File: config.mk
export PLATFORM = sky130hd
export DESIGN_NAME = alu_share_arbiter
export DESIGN_NICKNAME = d
export VERILOG_FILES = /design/src/rtl/alu_pkg.sv /design/src/rtl/alu_rsp_slot.sv /design/src/rtl/alu_share_arbiter.sv
export SDC_FILE = /design/constraint.sdc
export NUM_CORES = 1
export LEC_CHECK = 0
export CAP_MARGIN = 15
export CORE_AREA = 2 2 125 127
export DETAILED_ROUTE_END_ITERATION = 8
export DIE_AREA = 0 0 127 129
export GPL_TIMING_DRIVEN = 0
export HOLD_SLACK_MARGIN = 0.12
export PLACE_DENSITY_LB_ADDON = 0.12
export SETUP_SLACK_MARGIN = 0.02
export SKIP_CTS_REPAIR_TIMING = 1
export SLEW_MARGIN = 0
export SYNTH_ARGS = -nofsm -noshare
export SYNTH_HDL_FRONTEND = slang
export SYNTH_SLANG_ARGS = --single-unit
File: constraint.sdc
create_clock -name clk -period 2.08 [get_ports clk]
set_input_delay 0.416 -clock clk [delete_from_list [all_inputs] [get_ports clk]]
set_output_delay 0.416 -clock clk [all_outputs]
set_load 0.1 [all_outputs]
File: src/rtl/alu_pkg.sv
// alu_pkg: shared ALU opcodes, default widths and request/response bundles
package alu_pkg;
  localparam int DATA_W = 32;
  localparam int SEL_W  = 4;
  localparam logic [3:0] ALU_ADD  = 4'h0;
  localparam logic [3:0] ALU_SUB  = 4'h1;
  localparam logic [3:0] ALU_AND  = 4'h2;
  localparam logic [3:0] ALU_OR   = 4'h3;
  localparam logic [3:0] ALU_XOR  = 4'h4;
  localparam logic [3:0] ALU_NOR  = 4'h5;
  localparam logic [3:0] ALU_SLL  = 4'h6;
  localparam logic [3:0] ALU_SRL  = 4'h7;
  localparam logic [3:0] ALU_SRA  = 4'h8;
  localparam logic [3:0] ALU_SLT  = 4'h9;
  localparam logic [3:0] ALU_SLTU = 4'hA;
  localparam logic [3:0] ALU_PASA = 4'hB;
  localparam logic [3:0] ALU_PASB = 4'hC;
  localparam logic [3:0] ALU_NOTA = 4'hD;
  localparam logic [3:0] ALU_NE   = 4'hE;
  localparam logic [3:0] ALU_EQ   = 4'hF;
  typedef struct packed {
    logic [DATA_W-1:0] a;
    logic [DATA_W-1:0] b;
    logic [SEL_W-1:0]  sel;
    logic              cin;
    logic              sign;
  } alu_req_t;
  typedef struct packed {
    logic [DATA_W-1:0] result;
    logic              zero;
    logic              ovf;
  } alu_rsp_t;
endpackage

File: src/rtl/alu_rsp_slot.sv
// alu_rsp_slot: one-entry registered response holder; a load wins over a drain
module alu_rsp_slot #(
  parameter int W = $bits(alu_pkg::alu_rsp_t)
) (
  input  logic         clk,
  input  logic         rst_n,
  input  logic         load,
  input  logic [W-1:0] d,
  input  logic         ready,
  output logic         valid,
  output logic [W-1:0] q
);
  import alu_pkg::*;
  always_ff @(posedge clk or negedge rst_n)
    if (!rst_n) begin
      valid <= 1'b0;
      q     <= '0;
    end else if (load) begin
      valid <= 1'b1;
      q     <= d;
    end else if (ready) valid <= 1'b0;
endmodule

File: src/rtl/alu_share_arbiter.sv
// alu_share_arbiter: round-robin sharing of one combinational ALU between two requesters
module alu_share_arbiter #(
  parameter int DATA_W = alu_pkg::DATA_W,
  parameter int SEL_W  = alu_pkg::SEL_W
) (
  input  logic              clk,
  input  logic              rst_n,
  input  logic              r0_req_valid,
  output logic              r0_req_ready,
  input  logic [DATA_W-1:0] r0_a,
  input  logic [DATA_W-1:0] r0_b,
  input  logic [SEL_W-1:0]  r0_sel,
  input  logic              r0_cin,
  input  logic              r0_sign,
  output logic              r0_rsp_valid,
  input  logic              r0_rsp_ready,
  output logic [DATA_W-1:0] r0_result,
  output logic              r0_zero,
  output logic              r0_ovf,
  input  logic              r1_req_valid,
  output logic              r1_req_ready,
  input  logic [DATA_W-1:0] r1_a,
  input  logic [DATA_W-1:0] r1_b,
  input  logic [SEL_W-1:0]  r1_sel,
  input  logic              r1_cin,
  input  logic              r1_sign,
  output logic              r1_rsp_valid,
  input  logic              r1_rsp_ready,
  output logic [DATA_W-1:0] r1_result,
  output logic              r1_zero,
  output logic              r1_ovf,
  output logic [DATA_W-1:0] alu_a,
  output logic [DATA_W-1:0] alu_b,
  output logic [SEL_W-1:0]  alu_sel,
  output logic              alu_cin,
  output logic              alu_sign,
  input  logic [DATA_W-1:0] alu_out,
  input  logic              alu_zero,
  input  logic              alu_ovf,
  output logic              busy
);
  import alu_pkg::*;
  logic last, e0, e1, g0, g1;
  logic [DATA_W+1:0] d, q0, q1;
  // a full slot is still eligible when it drains this cycle
  assign e0 = r0_req_valid & (~r0_rsp_valid | r0_rsp_ready);
  assign e1 = r1_req_valid & (~r1_rsp_valid | r1_rsp_ready);
  assign g0 = rst_n & e0 & (~e1 | last);
  assign g1 = rst_n & e1 & (~e0 | ~last);
  assign r0_req_ready = g0;
  assign r1_req_ready = g1;
  always_comb begin
    alu_a    = g0 ? r0_a    : g1 ? r1_a    : '0;
    alu_b    = g0 ? r0_b    : g1 ? r1_b    : '0;
    alu_sel  = g0 ? r0_sel  : g1 ? r1_sel  : SEL_W'(ALU_ADD);
    alu_cin  = g0 ? r0_cin  : g1 & r1_cin;
    alu_sign = g0 ? r0_sign : g1 & r1_sign;
  end
  always_ff @(posedge clk or negedge rst_n)
    if (!rst_n) last <= 1'b1;
    else if (g0) last <= 1'b0;
    else if (g1) last <= 1'b1;
  assign d = {alu_out, alu_zero, alu_ovf};
  alu_rsp_slot #(.W(DATA_W + 2)) u_slot0 (
    .clk(clk), .rst_n(rst_n), .load(g0), .d(d),
    .ready(r0_rsp_ready), .valid(r0_rsp_valid), .q(q0)
  );
  alu_rsp_slot #(.W(DATA_W + 2)) u_slot1 (
    .clk(clk), .rst_n(rst_n), .load(g1), .d(d),
    .ready(r1_rsp_ready), .valid(r1_rsp_valid), .q(q1)
  );
  assign {r0_result, r0_zero, r0_ovf} = q0;
  assign {r1_result, r1_zero, r1_ovf} = q1;
  assign busy = r0_rsp_valid | r1_rsp_valid | r0_req_valid | r1_req_valid;
endmodule

==> impl_metrics.yaml, run 1 <==
status:
  outcome: "finished, violations left"
  violations: "negative setup slack"
synthesis:
  synth_flop_cell: "sky130_fd_sc_hd__dfrtp_1"
  synth_async_sr_flop_share: 1.000
  synthesis.yosys.warnings: 0
  synth.cells.most_frequent: "143 x sky130_fd_sc_hd__nand2_1, 70 x sky130_fd_sc_hd__dfrtp_1, 70 x sky130_fd_sc_hd__o22ai_1"
  synth_top_family_by_area: "multiplexers"
  synth.area.mux_share: 0.2007
  synth_compound_gate_area_share: 0.1302
  seq_area_frac_synth: 0.4659
  synth_edf_count: 0
  syn_avg_cell_area_um2: 9.399
  synth_simple_gate_area_share: 0.1541
  yosysUniqueCellTypes: 23
  synth_largest_area_cell: "sky130_fd_sc_hd__dfrtp_1"
  synth_xor_xnor_area_share: 0
  area_share_of_fa_ha_maj_cells_after_synthesis: 0
  syn_area_mm2: 0.003816
  yosys-top-cells-area: "sky130_fd_sc_hd__dfrtp_1 46%, sky130_fd_sc_hd__mux2_2 19%, sky130_fd_sc_hd__nand2_1 14%, sky130_fd_sc_hd__o22ai_1 11%, sky130_fd_sc_hd__clkbuf_1 2.9%"
  library_cell_with_the_highest_instance_count_after_synthesis: "sky130_fd_sc_hd__nand2_1"
  yosys.area.top_type_share: 0.4590
  synthesis.instances: 406
  ys_seq_elements: 71
  synthesis.nets: 586
sta:
  fmax_mhz: 416.0
  grt_setup_unrepaired: "true"
  setup-violations-final: 72
  timing.slew.headroom: 0.3209
  final_hold_viol_count: 0
  final_clock_period_utilization_by_the_worst_path: 1.156
  fin_ws_ps: -323.9
  fin_crit_period_ps: 2404
  finClkSkew_ps: 4.556
  finalMaxSlewViolations: 0
  worstMarginPinSlew_ps: 1017
power_and_ir_drop:
  p_leak_nw: 4.527
  power.share.clock: 0.141
  power_density_mw_per_mm2: 1061
  switching_share: 0.5367
  p_switching_mw: 5.767
  internal-power_mw: 4.978
  ir_worst_vdd_mv: 1.077
  combinationalPowerShare: 0.676
  power.sequential.fraction: 0.183
die:
  die_width_um: 127
  floorplan.die_area_mm2: 0.01638
  die_h_um: 129
  ios: 323
  floorplan.rows: 45
  initial_core_util: 0.2548
  fp.coreArea_mm2: 0.01498
setup_path:
  timing.critical_path.cells: "nor2b_4, a211o_4, clkbuf_16, buf_12, o22ai_4, buf_12"
  critPathRequiredTime_ps: 1660
  kind_of_cell_with_the_highest_combined_delay_on_the_critical_path: "flip-flops"
  timing.critical_path.arrival_ps: 1990
  critPathKind: "reg -> out"
  endpoint_kind: "primary output"
  crit_path_max_fanout: 10
  worstPathBufferInverterCount: 3
  slowest_stage: "sky130_fd_sc_hd__dfstp_2"
  timing.critical_path.mode_cell: "sky130_fd_sc_hd__buf_12"
  max_stage_delay_ps: 570
  critical_path.startpoint_type: "register"
place:
  io_buffers: 322
  final_weighted_congestion_in_routability_driven_placement: 0.8903
  placed_cell_area_mm2: 0.007712
  place_inst: 916
  final_hpwl_dp_um: 12960
  preCtsSetupSlack_ps: -2339
cts:
  cts-root-to-sink-buffers: 2
  clk_root_buffer_cell: "sky130_fd_sc_hd__clkbuf_16"
  cts_made_buffers: 9
  worstSkewPairLatency_ps: 320
  cts.clk_slew.worst_paths_ps: 50
  cts_tree: "built"
  clk_sinks: 71
  cts-htree-levels: 3
routing:
  drt_first_pass_iters: 6
  wl_met3_um: 1454
  wl_per_cell_um: 20.14
  vias: 4745
  detailedRoute.firstIterationViolations: 147
  detail_route.wirelength.met1_um: 6783
  wl_met2_um: 10380
  drcViolationCount: 0
  detail_route.vias_per_cell: 4.943
  top_layer_used: "met4"
  route.final.wire_length_um: 19340
  route.antenna.remaining_nets: 0
grt:
  grt_overflow_total: 0
  grt_pass1_vias: 4607
  grt_pass1_wl_um: 24640
  groute.usage.overall: 0.1904
  antenna_found_initial: 1
  maximum_number_of_pins_on_one_net_before_global_route_repair: 73
worst_hold_path:
  holdCritPathClass: "in -> reg"
job:
  drv.max_cap_violation_count: 0
final_layout:
  final_cell_area_mm2: 0.01013
  layout-drive-gt1-share: 0.3813
  synthToLayoutAreaGrowth_pct: 165.4
  finish.cell_count_without_fillers: 960
  layout.nets: 946
## metrics by stage
stage	hold WS [ps]	power [mW]	util	TNS, ps
6_report	397.2	10.75	0.6764	-21390
5_1_grt	419.5	11.08	0.6764	-26060
4_1_cts	251.7	9.910	0.5349	-207210
3_5_place_dp	478.9	8.359	0.5150	-218830
3_3_place_gp	469.7	8.315	0.5151	-660270
2_1_floorplan	120.4	6.694	-	-63630
## layout by cell type (no fill, tap or decap)
master and n:
sky130_fd_sc_hd__clkdlybuf4s50_1 174, sky130_fd_sc_hd__nand2_1 143, sky130_fd_sc_hd__buf_12 83, sky130_fd_sc_hd__dlymetal6s2s_1 74
sky130_fd_sc_hd__o22ai_4 70, sky130_fd_sc_hd__dfrtp_1 68, sky130_fd_sc_hd__mux2_2 65, sky130_fd_sc_hd__buf_4 17
sky130_fd_sc_hd__clkbuf_16 16, sky130_fd_sc_hd__buf_6 12, sky130_fd_sc_hd__clkbuf_1 5, sky130_fd_sc_hd__clkbuf_2 4
sky130_fd_sc_hd__buf_2 4, sky130_fd_sc_hd__buf_16 3, sky130_fd_sc_hd__mux2_1 3, sky130_fd_sc_hd__clkinv_2 3
sky130_fd_sc_hd__nor2b_4 2, sky130_fd_sc_hd__clkbuf_4 2, sky130_fd_sc_hd__or2_2 2, sky130_fd_sc_hd__clkinvlp_4 2
sky130_fd_sc_hd__dlygate4sd3_1 2, sky130_fd_sc_hd__dfrtp_4 2, sky130_fd_sc_hd__diode_2 1, sky130_fd_sc_hd__nand2b_4 1
sky130_fd_sc_hd__a211oi_4 1, sky130_fd_sc_hd__o211ai_1 1, sky130_fd_sc_hd__inv_1 1, sky130_fd_sc_hd__a211o_4 1
sky130_fd_sc_hd__and2_1 1, sky130_fd_sc_hd__o211a_1 1, sky130_fd_sc_hd__or4_1 1, sky130_fd_sc_hd__nor2b_1 1
sky130_fd_sc_hd__o21ai_0 1, sky130_fd_sc_hd__o31ai_1 1, sky130_fd_sc_hd__bufinv_16 1, sky130_fd_sc_hd__clkbuf_8 1
sky130_fd_sc_hd__dfstp_2 1, sky130_fd_sc_hd__buf_8 1
## state kept, by name, summed over array words and instances (netlist names)
signal and flops:
u_slot0.valid 1, u_slot1.valid 1, last 1, u_slot1.q 34
u_slot0.q 34
## cells by family after synthesis
kind of cell	count (synthesis)
simple gates	151
compound gates	76
flops	71
mux	68
buf+inv	40
## power by group through the flow
stage | logic [mW] | registers [mW] | clock network, mW
2_1_floorplan | 1.90 | 4.79 | 0
3_3_place_gp | 6.34 | 1.97 | 0
3_5_place_dp | 6.36 | 2.00 | 0
4_1_cts | 6.38 | 1.98 | 1.55
5_1_grt | 7.45 | 2.03 | 1.60
6_report | 7.26 | 1.97 | 1.51
## area by class of cell
cell class / instances / area (µm²)
antenna: 1 / 2.502
buffer: 37 / 430.4
clock buffer: 10 / 239.0
clock inverter: 6 / 60.06
fill: 1077 / 4847
inverter: 1 / 3.754
multi-input combinational: 295 / 2845
sequential: 71 / 1785
tap: 188 / 235.2
timing repair buffer: 351 / 4528
## per-layer routing
layer  GRT usage  vias to the layer above
met5           0                        -
met4     0.07240                        0
met3     0.06029                       47
met2      0.3463                      231
met1      0.2079                     2316
li1            -                     2151
## final timing paths
kind                                     from            end  slack, ps  cells past startpoint
worst max-delay path                     last       alu_b[5]       -320                      6
worst min-delay path             r1_req_valid           last        400                      3
worst max register to register  u_slot0.valid  u_slot0.q[24]        110                      7
worst min register to register  u_slot0.q[25]  u_slot0.q[25]        480                      1
max in group asynchronous               rst_n  u_slot0.valid       1120                      3
min in group asynchronous               rst_n  u_slot1.q[17]        580                      2
## worst reg2reg max path, cell delays in order (launching register included)
cell and delay, ps:
sky130_fd_sc_hd__dfrtp_4 470, sky130_fd_sc_hd__nor2b_4 150, sky130_fd_sc_hd__buf_6 110, sky130_fd_sc_hd__buf_6 110, sky130_fd_sc_hd__a211oi_4 290, sky130_fd_sc_hd__buf_6 210
sky130_fd_sc_hd__buf_6 170, sky130_fd_sc_hd__mux2_2 340
Note: power is estimated with default switching activity, not from simulation.
==> run 2: changes to the inputs <==
--- a/config.mk
+++ b/config.mk
@@ -11,2 +11,3 @@
 export DIE_AREA = 0 0 127 129
+export DONT_BUFFER_PORTS = 1
 export GPL_TIMING_DRIVEN = 0
--- a/constraint.sdc
+++ b/constraint.sdc
@@ -3,2 +3,2 @@
 set_output_delay 0.416 -clock clk [all_outputs]
-set_load 0.1 [all_outputs]
+set_load 0.02 [all_outputs]
==> run 2 against run 1 <==
Net effect:
- the run ends with negative hold slack, negative setup slack left
- wire length is 26% lower
- setup slack better by 97 ps
- combinational power is 78% lower
- highest routed layer unchanged
- critical endpoint is now alu_b[0]
- final area is 45% lower
- critical path depth is 1 higher
- critical path type unchanged
- first-iteration DRC count is 22% lower
- die area stayed put
- clock skew is 0.79 ps lower
- sequential power is 30% higher
==> impl_metrics.yaml, run 2 (same netlist as run 1, synthesis figures left out) <==
grt:
  grt_overflow_total: 0
  maximum_number_of_pins_on_one_net_before_global_route_repair: 73
  grt_pass1_wl_um: 18430
  grt_pass1_vias: 3102
  antenna_found_initial: 0
  groute.usage.overall: 0.1483
die:
  initial_core_util: 0.2548
  fp.coreArea_mm2: 0.01498
  die_width_um: 127
  ios: 323
  die_h_um: 129
  floorplan.die_area_mm2: 0.01638
  floorplan.rows: 45
routing:
  drcViolationCount: 0
  vias: 3295
  detailedRoute.firstIterationViolations: 114
  detail_route.vias_per_cell: 5.323
  wl_per_cell_um: 23.04
  route.final.wire_length_um: 14260
  route.antenna.remaining_nets: 0
  drt_first_pass_iters: 4
place:
  preCtsSetupSlack_ps: -723.0
  final_weighted_congestion_in_routability_driven_placement: 0.8499
  final_hpwl_dp_um: 10720
  io_buffers: 0
power_and_ir_drop:
  power.sequential.fraction: 0.466
  combinationalPowerShare: 0.296
  power_density_mw_per_mm2: 986.5
  switching_share: 0.3981
  p_switching_mw: 2.189
  ir_worst_vdd_mv: 0.6785
  power.share.clock: 0.237
  p_leak_nw: 2.001
  internal-power_mw: 3.309
setup_path:
  timing.critical_path.mode_cell: "sky130_fd_sc_hd__buf_6"
  crit_path_max_fanout: 10
  worstPathBufferInverterCount: 4
  max_stage_delay_ps: 460
  timing.critical_path.arrival_ps: 1890
  r2r_setup_slack_ps: 210
  critical_path.startpoint_type: "register"
  slowest_stage: "sky130_fd_sc_hd__dfrtp_2"
  critPathKind: "reg -> out"
  endpoint_kind: "primary output"
  critPathRequiredTime_ps: 1660
  timing.critical_path.cells: "nor2b_4, buf_6, o211ai_1, buf_4, buf_6, buf_8, o22ai_4"
  kind_of_cell_with_the_highest_combined_delay_on_the_critical_path: "buffers and inverters"
final_layout:
  antenna_cells_inserted: 0
  top_regs: "u_slot0.q x34, u_slot1.q x34"
  synthToLayoutAreaGrowth_pct: 46.03
  layout-drive-gt1-share: 0.4455
  ff_latch_area_mm2: 0.001780
  layout.nets: 608
  most_common_cell_after_layout_fill_and_taps_aside: "sky130_fd_sc_hd__nand2_1"
  multi_input_combinational_cell_area_mm2: 0.002833
  final_cell_mix: "143 x sky130_fd_sc_hd__nand2_1, 70 x sky130_fd_sc_hd__o22ai_4, 68 x sky130_fd_sc_hd__dfrtp_1"
  filler_cell_count: 1488
sta:
  finalMaxSlewViolations: 0
  grt_setup_unrepaired: "true"
  hold_slack_ps: -215.7
  fin_ws_ps: -226.6
  setup-violations-final: 70
  final_clock_period_utilization_by_the_worst_path: 1.109
  finClkSkew_ps: 3.764
  final_hold_viol_count: 71
  fin_crit_period_ps: 2307
  worstMarginPinSlew_ps: 459.2
  fmax_mhz: 433.5
  setup_total_negative_slack_ps: -13850
  timing.slew.headroom: 0.6939
status:
  violations: "negative hold slack, negative setup slack"
  outcome: "finished, violations left"
cts:
  cts_made_buffers: 9
  clk_sinks: 71
  cts-root-to-sink-buffers: 2
  cts.clk_slew.worst_paths_ps: 50
  worstSkewPairLatency_ps: 320
  cts_tree: "built"
  cts-htree-levels: 3
  clk_root_buffer_cell: "sky130_fd_sc_hd__clkbuf_16"
worst_hold_path:
  holdCritPathClass: "in -> async"
job:
  drv.max_cap_violation_count: 0
-- run 2: metal layers --
layer | global-route usage | up-vias | part of all wire
met3 | 0.07360 | 37 | 0.11
met2 | 0.2533 | 188 | 0.51
met1 | 0.1602 | 1617 | 0.35
met5 | 0 | - | 0
met4 | 0.05236 | 0 | 0.035
li1 | - | 1453 | -
-- run 2: worst paths after layout --
check,from,to,cells past startpoint
setup / recovery,u_slot0.valid,alu_b[0],7
hold / removal,rst_n,u_slot1.q[25],0
setup reg to reg,u_slot0.valid,u_slot1.q[5],7
hold reg to reg,last,last,2
max in group asynchronous,rst_n,last,0
min in group clk,r1_req_valid,last,2
-- run 2: area by class of cell --
type / instances / share of cell area
flip-flops and latches: 71 / 0.3195
multi-input cells: 295 / 0.5083
plain buffers: 38 / 0.06511
repair buffers: 12 / 0.01998
well taps: 188 / 0.04221
inverters: 1 / 0.0006736
clock buffers: 12 / 0.04243
clock inverters: 2 / 0.001796
-- run 2: power by group through the flow --
stage,sequential (mW),clock (mW),combinational (mW)
after global routing,2.62,1.42,1.73
final,2.56,1.30,1.63
after CTS,2.57,1.36,1.05
after floorplan,2.46,0,0.885
after global placement,2.60,0,1.02
after detailed placement,2.59,0,1.05
-- run 2: stage by stage --
stage          utilization  std cells  power [mW]  instance area (µm²)  hold WS [ps]
2_1_floorplan            -        406       3.343                 3816         120.4
3_3_place_gp        0.2705        594       3.617                 4051         122.4
3_5_place_dp        0.2705        594       3.633                 4051         121.9
4_1_cts             0.2870        608       4.983                 4298        -236.1
5_1_grt             0.3721        619       5.771                 5573        -239.4
6_report            0.3721        619       5.497                 5573        -215.7
==> run 3: changes to the inputs <==
CORE_AREA = 2 2 127 129   (was 2 2 125 127)
CTS_CLUSTER_DIAMETER = 30   (was not set)
DIE_AREA = 0 0 129 131   (was 0 0 127 129)
SYNTH_HIERARCHICAL = 1   (was not set)
==> run 3 against run 2 <==
Net effect:
- the flow still finishes with violations (negative hold slack, negative setup slack)
- flip-flop and latch count stayed put
- core utilization increased by 4.0 points
- wire length is 6.5% higher
- sequential share of layout area is 4.3 points lower
- power increased by 14%
- largest power group unchanged
- count of clock-buffer cells in the layout is 3 lower
- highest routed layer unchanged
- non-clock buffer count increased by 16
- cell count increased by 7.3%
- via count up 3.1%
- synthesized area increased by 25%
- critical path depth decreased by 2
- critical path type unchanged
- combinational power up 26%
==> impl_metrics.yaml, run 3 <==
setup_path:
  slowest_stage: "sky130_fd_sc_hd__dfrtp_2"
  kind_of_cell_with_the_highest_combined_delay_on_the_critical_path: "compound AO/OA/AOI/OAI gates"
  timing.critical_path.cells: "nor2b_4, a311o_1, buf_12, buf_12, o22ai_4"
  worstPathBufferInverterCount: 2
  critical_path.startpoint_type: "register"
  crit_path_max_fanout: 10
  timing.critical_path.arrival_ps: 1880
  timing.critical_path.mode_cell: "sky130_fd_sc_hd__buf_12"
  endpoint_kind: "primary output"
  critPathKind: "reg -> out"
  critPathRequiredTime_ps: 1660
  max_stage_delay_ps: 470
final_layout:
  top_regs: "u_slot0/q x34, u_slot1/q x34"
  most_common_cell_after_layout_fill_and_taps_aside: "sky130_fd_sc_hd__nand2_1"
  final_cell_mix: "140 x sky130_fd_sc_hd__nand2_1, 70 x sky130_fd_sc_hd__o22ai_4, 68 x sky130_fd_sc_hd__mux2_4, 68 x sky130_fd_sc_hd__dfrtp_1, 21 x sky130_fd_sc_hd__buf_6"
  layout.nets: 623
  synthToLayoutAreaGrowth_pct: 34.85
  layout-drive-gt1-share: 0.4832
  finish.cell_count_without_fillers: 664
sta:
  final_clock_period_utilization_by_the_worst_path: 1.102
  fin_crit_period_ps: 2291
  setup-violations-final: 136
  grt_setup_unrepaired: "true"
  fmax_mhz: 436.4
  fin_ws_ps: -211.5
  worstMarginPinSlew_ps: 549.2
  final_hold_viol_count: 71
  finalMaxSlewViolations: 0
  hold_slack_ps: -223.5
  finClkSkew_ps: 5.615
  timing.slew.headroom: 0.6311
  setup_total_negative_slack_ps: -17600
synthesis:
  synth_async_sr_flop_share: 1.000
  synthesis.yosys.warnings: 6
  synthesis.nets: 585
  synthesis.instances: 405
  seq_area_frac_synth: 0.3729
  library_cell_with_the_highest_instance_count_after_synthesis: "sky130_fd_sc_hd__nand2_1"
  yosys-top-cells-area: "sky130_fd_sc_hd__dfrtp_1 37%, sky130_fd_sc_hd__o22ai_2 18%, sky130_fd_sc_hd__mux2_4 18%, sky130_fd_sc_hd__nand2_1 11%, sky130_fd_sc_hd__buf_12 2.5%"
  synth_edf_count: 0
  synth_largest_area_cell: "sky130_fd_sc_hd__dfrtp_1"
  ys_seq_elements: 71
  yosys.area.top_type_share: 0.3674
  synth_flop_cell: "sky130_fd_sc_hd__dfrtp_1"
  synth.cells.most_frequent: "140 x sky130_fd_sc_hd__nand2_1, 70 x sky130_fd_sc_hd__dfrtp_1, 70 x sky130_fd_sc_hd__o22ai_2"
  syn_avg_cell_area_um2: 11.77
  syn_area_mm2: 0.004768
  yosysUniqueCellTypes: 24
cts:
  cts.clk_slew.worst_paths_ps: 60
  worstSkewPairLatency_ps: 330
  cts-root-to-sink-buffers: 2
  clk_root_buffer_cell: "sky130_fd_sc_hd__clkbuf_16"
  cts_tree: "built"
  cts_made_buffers: 9
  cts-htree-levels: 3
  clk_sinks: 71
routing:
  wl_per_cell_um: 22.87
  route.antenna.remaining_nets: 0
  drcViolationCount: 0
  detail_route.vias_per_cell: 5.117
  detailedRoute.firstIterationViolations: 106
  vias: 3398
  drt_first_pass_iters: 4
  route.final.wire_length_um: 15190
grt:
  antenna_found_initial: 1
  grt_pass1_wl_um: 19070
  grt_pass1_vias: 3334
  groute.usage.overall: 0.1494
  grt_overflow_total: 0
  maximum_number_of_pins_on_one_net_before_global_route_repair: 73
status:
  violations: "negative hold slack, negative setup slack"
  outcome: "finished, violations left"
place:
  final_weighted_congestion_in_routability_driven_placement: 0.8033
  place_inst: 621
  io_buffers: 0
  final_hpwl_dp_um: 10880
power_and_ir_drop:
  power_density_mw_per_mm2: 974.2
  power_mw: 6.264
  ir_worst_vdd_mv: 0.5718
  p_leak_nw: 2.522
die:
  die_width_um: 129
  fp.coreArea_mm2: 0.01560
  die_h_um: 131
  floorplan.rows: 46
  floorplan.die_area_mm2: 0.01690
  initial_core_util: 0.3057
  ios: 323
job:
  drv.max_cap_violation_count: 0
worst_hold_path:
  holdCritPathClass: "in -> async"
==> run 3: changes by cell type in the layout (fill, tap and decap cells not counted), sizes merged, moves of 2 or more <==
cell | previous run | this run
clkbuf | 28 | 18
buf | 34 | 44
bufinv | 0 | 2
nand2 | 143 | 140
inv | 1 | 5
nor2b | 3 | 1
a21o | 0 | 2
or2 | 2 | 0
dlygate4sd1 | 0 | 13
==> run 3: worst paths after layout <==
kind / startpoint / endpoint / slack, ps / cells past startpoint
max: u_slot1/valid / alu_b[16] / -210 / 5
min: rst_n / u_slot0/q[6] / -220 / 0
min reg2reg: last / last / 600 / 3
max in group asynchronous: rst_n / last / 2110 / 0
min in group clk: alu_out[11] / u_slot0/q[13] / 230 / 1
max reg2reg: u_slot0/valid / u_slot1/q[13] / -130 / 8
==> run 3: routing by layer <==
metal	wire length [µm]	track usage	vias to the layer above
met3	1462	0.06393	38
met4	491	0.06394	0
met1	5576	0.1624	1676
li1	-	-	1489
met5	0	0	-
met2	7657	0.2561	195
==> run 3: area by class of cell <==
| type | count | area, µm² |
|---|---|---|
| clock buffer | 9 | 225.2 |
| inverter | 5 | 18.77 |
| multi-input combinational | 290 | 3093 |
| clock inverter | 6 | 86.33 |
| antenna | 1 | 2.502 |
| buffer | 39 | 531.8 |
| sequential | 71 | 1780 |
| timing repair buffer | 27 | 421.7 |
| tap | 216 | 270.3 |
| fill | 1447 | 9168 |
==> run 3: worst reg2reg max path: cells and delay by family, from the launching register on <==
family	cells	cell delay, ps
buffers and inverters	4	600
multiplexers	1	300
flip-flops	1	470
AND/OR/NAND/NOR	3	740
==> run 3: where the power goes <==
part	switching, mW	total, mW	internal, mW
Clock	0.582	1.62	1.04
Sequential	0.811	2.58	1.77
Combinational	0.956	2.06	1.10
==> run 3: cells by family after synthesis <==
group	count (synthesis)	synth area share
and+or+nand+nor	146	0.1215
AOI/OAI and AO/OA	76	0.1973
DFF	71	0.3729
muxes	68	0.2062
buffers and inverters	44	0.1021
==> run 3: per-stage QoR <==
stage / cell area (µm²) / util / setup slack, ps
after floorplan: 4791 / - / 44.24
after global placement: 5061 / 0.3245 / -285.5
after detailed placement: 5061 / 0.3245 / -317.4
after CTS: 5373 / 0.3445 / -477.5
after global routing: 6430 / 0.4122 / -256.0
final: 6430 / 0.4122 / -211.5
